## config.mk

```make
export PLATFORM = sky130hd
export DESIGN_NAME = seg_display_arbiter
export DESIGN_NICKNAME = d
export VERILOG_FILES = /design/src/rtl/seg_display_arbiter.sv
export SDC_FILE = /design/constraint.sdc
export NUM_CORES = 1
export LEC_CHECK = 0
export ABC_AREA = 1
export CAP_MARGIN = 20
export CORE_MARGIN = 1.5
export CORE_UTILIZATION = 47
export CTS_CLUSTER_SIZE = 16
export DETAILED_ROUTE_END_ITERATION = 7
export PLACE_DENSITY = 0.92
export SLEW_MARGIN = 10
export SYNTH_ARGS = -nofsm -noshare
export SYNTH_HDL_FRONTEND = slang
export SYNTH_SLANG_ARGS = --single-unit
```

## constraint.sdc

```tcl
create_clock -name clk -period 4.9 [get_ports clk]
set_input_delay 0.735 -clock clk [delete_from_list [all_inputs] [get_ports clk]]
set_output_delay 0.735 -clock clk [all_outputs]
set_load 0.1 [all_outputs]
```

## src/rtl/seg_display_arbiter.sv

```systemverilog
// Shares one 8-digit active-low seven-segment display between an alarm source and two
// round-robin peers, with frame-boundary arbitration, blank frames on source changes and alarm preemption.
module seg_display_arbiter #(
    parameter int SCAN_DIV    = 25000,
    parameter int HOLD_FRAMES = 16
) (
    input  logic        clk,
    input  logic        rst,
    input  logic [2:0]  req,
    input  logic [63:0] data0,
    input  logic [63:0] data1,
    input  logic [63:0] data2,
    output logic [2:0]  grant,
    output logic        frame_done,
    output logic [7:0]  seg_en,
    output logic [7:0]  seg_out
);

    typedef enum logic [1:0] {IDLE, SHOW, BLANK} state_t;

    localparam logic [31:0] CNT_LAST    = 32'(SCAN_DIV - 1);
    localparam logic [8:0]  HOLD_LIMIT  = 9'(HOLD_FRAMES);
    localparam logic [1:0]  TARGET_NONE = 2'd3;

    logic [31:0] cnt;
    logic [2:0]  scan;
    state_t      state, state_nx;
    logic [2:0]  grant_nx;
    logic [7:0]  hold_cnt, hold_nx, hold_sat;
    logic [8:0]  hold_plus;
    logic [1:0]  target, target_nx;
    logic [1:0]  rr_last, rr_nx;
    logic        tick, frame_end;
    logic        sel_valid;
    logic [1:0]  sel_idx;
    logic        peer_req;
    logic [1:0]  peer_idx;
    logic        rotate_due;
    logic [63:0] data_g;

    assign tick      = (cnt == CNT_LAST);
    assign frame_end = tick && (scan == 3'd7);

    always_ff @(posedge clk or posedge rst) begin
        if (rst) begin
            cnt  <= '0;
            scan <= '0;
        end else if (tick) begin
            cnt  <= '0;
            scan <= scan + 3'd1;
        end else begin
            cnt  <= cnt + 32'd1;
        end
    end

    // Alarm wins outright; the peers alternate, skipping whichever was shown last.
    always_comb begin
        sel_valid = |req;
        sel_idx   = 2'd2;
        if (req[0])
            sel_idx = 2'd0;
        else if (req[1] && req[2])
            sel_idx = (rr_last == 2'd1) ? 2'd2 : 2'd1;
        else if (req[1])
            sel_idx = 2'd1;
    end

    assign peer_req   = grant[1] ? req[2] : req[1];
    assign peer_idx   = grant[1] ? 2'd2 : 2'd1;
    assign hold_plus  = {1'b0, hold_cnt} + 9'd1;
    assign rotate_due = (hold_plus >= HOLD_LIMIT);
    assign hold_sat   = ({1'b0, hold_cnt} >= HOLD_LIMIT) ? hold_cnt : hold_cnt + 8'd1;

    always_comb begin
        state_nx  = state;
        grant_nx  = grant;
        hold_nx   = hold_cnt;
        target_nx = target;
        rr_nx     = rr_last;
        // Preemption is checked on every digit step and overrides any frame-end decision.
        if (tick && req[0] && ((state == SHOW && !grant[0]) || state == BLANK)) begin
            state_nx  = SHOW;
            grant_nx  = 3'b001;
            hold_nx   = '0;
            target_nx = TARGET_NONE;
        end else if (frame_end) begin
            case (state)
                IDLE: begin
                    if (sel_valid) begin
                        state_nx = SHOW;
                        grant_nx = 3'b001 << sel_idx;
                        hold_nx  = '0;
                        if (sel_idx != 2'd0)
                            rr_nx = sel_idx;
                    end
                end
                SHOW: begin
                    hold_nx = hold_sat;
                    if ((req & grant) == 3'b000) begin
                        grant_nx = 3'b000;
                        if (!sel_valid) begin
                            state_nx = IDLE;
                        end else begin
                            state_nx  = BLANK;
                            target_nx = sel_idx;
                        end
                    end else if (!grant[0] && peer_req && rotate_due) begin
                        state_nx  = BLANK;
                        grant_nx  = 3'b000;
                        target_nx = peer_idx;
                    end
                end
                BLANK: begin
                    target_nx = TARGET_NONE;
                    if (!sel_valid) begin
                        state_nx = IDLE;
                    end else begin
                        state_nx = SHOW;
                        grant_nx = 3'b001 << sel_idx;
                        hold_nx  = '0;
                        if (sel_idx != 2'd0)
                            rr_nx = sel_idx;
                    end
                end
                default: begin
                    state_nx = IDLE;
                    grant_nx = 3'b000;
                end
            endcase
        end
    end

    always_ff @(posedge clk or posedge rst) begin
        if (rst) begin
            state    <= IDLE;
            grant    <= 3'b000;
            hold_cnt <= '0;
            target   <= TARGET_NONE;
            rr_last  <= 2'd2;
        end else begin
            state    <= state_nx;
            grant    <= grant_nx;
            hold_cnt <= hold_nx;
            target   <= target_nx;
            rr_last  <= rr_nx;
        end
    end

    always_comb begin
        data_g = '0;
        if (grant[0])
            data_g = data0;
        else if (grant[1])
            data_g = data1;
        else if (grant[2])
            data_g = data2;
    end

    assign frame_done = frame_end;
    assign seg_en     = ~(8'b0000_0001 << scan);
    assign seg_out    = (state == SHOW) ? ~data_g[{scan, 3'b000} +: 8] : 8'hFF;

endmodule

```

==> results list <==
* Antenna violations before repair: 2
* Critical path arrival: 2850 ps
* Critical Setup Path Class: reg -> out
* Cts repair resizes: 0
- Of the post-synthesis cell area, the dominant cell type holds 24.0%.
* Unique cell type count in the Yosys netlist: 43
- Detailed placement ended at an HPWL of 14.8 mm.
* Top area cells in the synthesized netlist: sky130_fd_sc_hd__dfrtp_1, sky130_fd_sc_hd__nand2_1, sky130_fd_sc_hd__a21oi_1, sky130_fd_sc_hd__inv_1, sky130_fd_sc_hd__nand3_1
- # hold bufs at CTS: 0
- Across the VDD grid, the largest voltage drop is 0.000163 V.
* Net count of the mapped netlist: 1,018
- For this run, global-route usage on met2 was measured as 54.3%.
- At the end of routability-driven placement, the weighted congestion stood at 0.931.
- Max-slew violations: 0
* Area of the die: 11,500 um^2
- Hold depth: 2
* Setup WS pre-CTS: 1710 ps
- Yosys printed 0 warnings.
- Min-delay worst type: reg -> reg
- Number of vias per cell: 5.55
- Avg WL per Cell: 17.0 um
- Required time worst endpoint: 4160 ps
- Std-Cell Core Area: 10,500 um^2
* Fillers: 892
- Longest individual stage delay on the worst path: 1170 ps
- The die is 107 um wide.
- Final layout net count: 1,206
* Mapped Cells: 812
- In the post-synthesis netlist, the cell with the most instances is sky130_fd_sc_hd__nand2_1.
* DRC errors left: 0
* Num CTS Buffers: 5
- The slowest stage of the critical path belongs to the cell sky130_fd_sc_hd__clkdlybuf4s50_1.
* Number of top-level pins: 217
* Post-CTS setup buffer count: 0
- Largest fanout of any net on the critical path: 18
- For this run, the top clock speed supported by timing is 279 MHz.
* Die height: 107 um
* Cell family with most CP delay: buffers and inverters
- Finish-stage setup viols: 0
- Measured slew at the worst slew-check pin: 980 ps
- Counting flops with an async set or reset pin after synthesis yields a share of 100%.
* Post-Route Skew: 17.8 ps
- Number of storage elements in the synthesis netlist: 50
- Main flop type after synthesis: sky130_fd_sc_hd__dfrtp_1
- Max Buffers Root-to-Sink: 2
- The run finished with clean final reports.
* Crit-path cells: ha_1, ha_1, inv_1, clkdlybuf4s50_1
* Top cells by count, synth: sky130_fd_sc_hd__nand2_1, sky130_fd_sc_hd__inv_1, sky130_fd_sc_hd__nor2_1, sky130_fd_sc_hd__a21oi_1, sky130_fd_sc_hd__nand3_1
- GR Layer Usage met3: 8.90%
* Final period demand of the worst path: 3590 ps
- Part of the Yosys area used for sequential elements: 24.5%
- Max-cap violation count: 0
- Count of endpoints failing hold in the final timing report: 0
- The analysis attributes to cell leakage a power of 0.00324 uW.
- Total buffers and inverters traversed by the critical path: 2
* Fraction of the cycle the final worst path needs: 73.2%
- Ratio of cells with drive above 1 in the final layout: 7.49%
* Number of rows in the core area: 37
- Compared with the post-synthesis result, the final layout area differs by 44.9%.
- The via count of the first global-routing pass was 5,980.
* Power Density: 135 nW/um^2
* Iteration-0 DRC count of the detailed router: 621
- CP startpoint kind: register
- CTS sink cnt: 50
- Crit path top cell by count: sky130_fd_sc_hd__ha_1
- Each instance of the synthesized netlist takes up on average 6.30 um^2.
* Antenna viol nets, final: 0
* Met1 layer usage reported by global route: 41.9%
- Global route hottest layer: met2
- The cell sitting at the root of the clock tree is a sky130_fd_sc_hd__clkbuf_8.
- After layout, the worst setup slack is 1310 ps.
- Slew margin rel.: 34.4%
- Final TNS setup: 0 ps
- Total overflow reported by the global router: 0
- In this run the number of H-tree levels came out at 2.
- The count of buffers added on input and output ports is 216.
- Setup repair after global routing missed its margin: false
- After clock tree synthesis, the clock-pin slew on the worst setup and hold paths is 100 ps.
* Starting utilization of the core area: 48.9%
* Worst r2r path cells: 4
* Via total after detailed routing: 6,318
- In this run, synthesis inferred 0 flip-flops with an integrated enable.
- Aggregate routed wire length: 19.3 mm
- Number of gates on the worst path with buffers counted: 4
- Entering global routing, the biggest net connects 78 pins.
- Syn Std Cell Area: 5110 um^2
- TritonCTS built the clock tree.
* Cell type with the highest aggregate area in the netlist: sky130_fd_sc_hd__dfrtp_1
- Kind of capture point of the worst setup path: output port
- For the worst-skew pair, the clock arrives at the later sink with an insertion delay of 310 ps.
* Overall track demand over capacity in global routing: 33.1%
- Drt first pass iters: 8
- Wire length of the first global-routing pass: 30.2 mm
[routing by layer]
metal | share of wire [%] | vias to the layer above
met2 | 47 | 302
met4 | 3.6 | 0
li1 | - | 3108
met5 | 0 | -
met1 | 40 | 2855
met3 | 9.9 | 53
[stage by stage]
stage	hold slack, ps	std cells	power, uW	instance area, um^2	util [%]
final	489	1139	999	7410	70.9
after global routing	502	1138	1050	7410	70.8
after CTS	490	1136	1010	7390	70.6
after detailed placement	476	1128	707	7280	69.5
after global placement	457	1128	706	7280	69.5
after floorplan	443	812	519	5110	-
[cell usage in the layout (no fill, tap or decap), types with 6 or more instances in the layout]
master	count
sky130_fd_sc_hd__clkdlybuf4s50_1	201
sky130_fd_sc_hd__nor3_1	16
sky130_fd_sc_hd__ha_1	9
sky130_fd_sc_hd__dfrtp_1	47
sky130_fd_sc_hd__nor2_1	68
sky130_fd_sc_hd__a21boi_0	13
sky130_fd_sc_hd__buf_4	20
sky130_fd_sc_hd__o21ai_0	43
sky130_fd_sc_hd__nand4_1	24
sky130_fd_sc_hd__a22oi_1	27
sky130_fd_sc_hd__xor2_1	19
sky130_fd_sc_hd__inv_1	75
sky130_fd_sc_hd__nor2_4	6
sky130_fd_sc_hd__o211ai_1	33
sky130_fd_sc_hd__inv_2	7
sky130_fd_sc_hd__nand2_1	212
sky130_fd_sc_hd__nand2_2	8
sky130_fd_sc_hd__a21oi_1	64
sky130_fd_sc_hd__nand3_1	56
[power by group]
part	total (uW)	internal [uW]	leakage [uW]	switching (uW)
Sequential	414	413	0.000670	0.995
Combinational	289	175	0.00251	114
Clock	296	153	0.0000585	143
Total	999	741	0.00324	258
[path summary, 6_finish.rpt]
kind                                         from                endpoint  slack [ps]
hold / removal             rr_last[1]$_DFFE_PP1P_  rr_last[1]$_DFFE_PP1P_         490
min in group asynchronous                     rst       cnt[16]$_DFF_PP0_         660
max in group asynchronous                     rst  rr_last[1]$_DFFE_PP1P_        3680
setup / recovery              scan[1]$_DFFE_PP0N_               seg_en[7]        1310
hold reg to reg            rr_last[1]$_DFFE_PP1P_  rr_last[1]$_DFFE_PP1P_         490
setup reg to reg              scan[1]$_DFFE_PP0N_     scan[1]$_DFFE_PP0N_        2610
[tightest hold or removal path: cells and delay by family, from the launching register on]
| kind | cells | cell delay [ps] |
|---|---|---|
| buffers and inverters | 1 | 60 |
| AOI/OAI and AO/OA | 1 | 60 |
| DFF | 1 | 370 |
[sequential cells by signal, summed over array words and instances, names as in the netlist]
| signal | count |
|---|---|
| hold_cnt | 8 |
| scan | 3 |
| cnt | 32 |
| grant | 3 |
| rr_last | 2 |
| state | 2 |
[cell families after synthesis]
family	Yosys count	share of synthesized area, %
AND/OR/NAND/NOR	415	37.1
AO/OA/AOI/OAI	191	22.7
buffers and inverters	126	9.96
flip-flops	50	24.5
XOR/XNOR	21	3.60
adder cells (fa/ha/maj)	9	2.20
[layout make-up]
class / instances / area [um^2] / area share, %
antenna: 2 / 5.00 / 0.0675
clock buffer: 5 / 68.8 / 0.928
clock inverter: 3 / 43.8 / 0.591
inverter: 84 / 315 / 4.25
multi-input combinational: 636 / 3350 / 45.2
sequential: 50 / 1250 / 16.9
tap: 136 / 170 / 2.30
timing repair buffer: 223 / 2200 / 29.7
No activity file was read; power rests on OpenSTA's default activity.
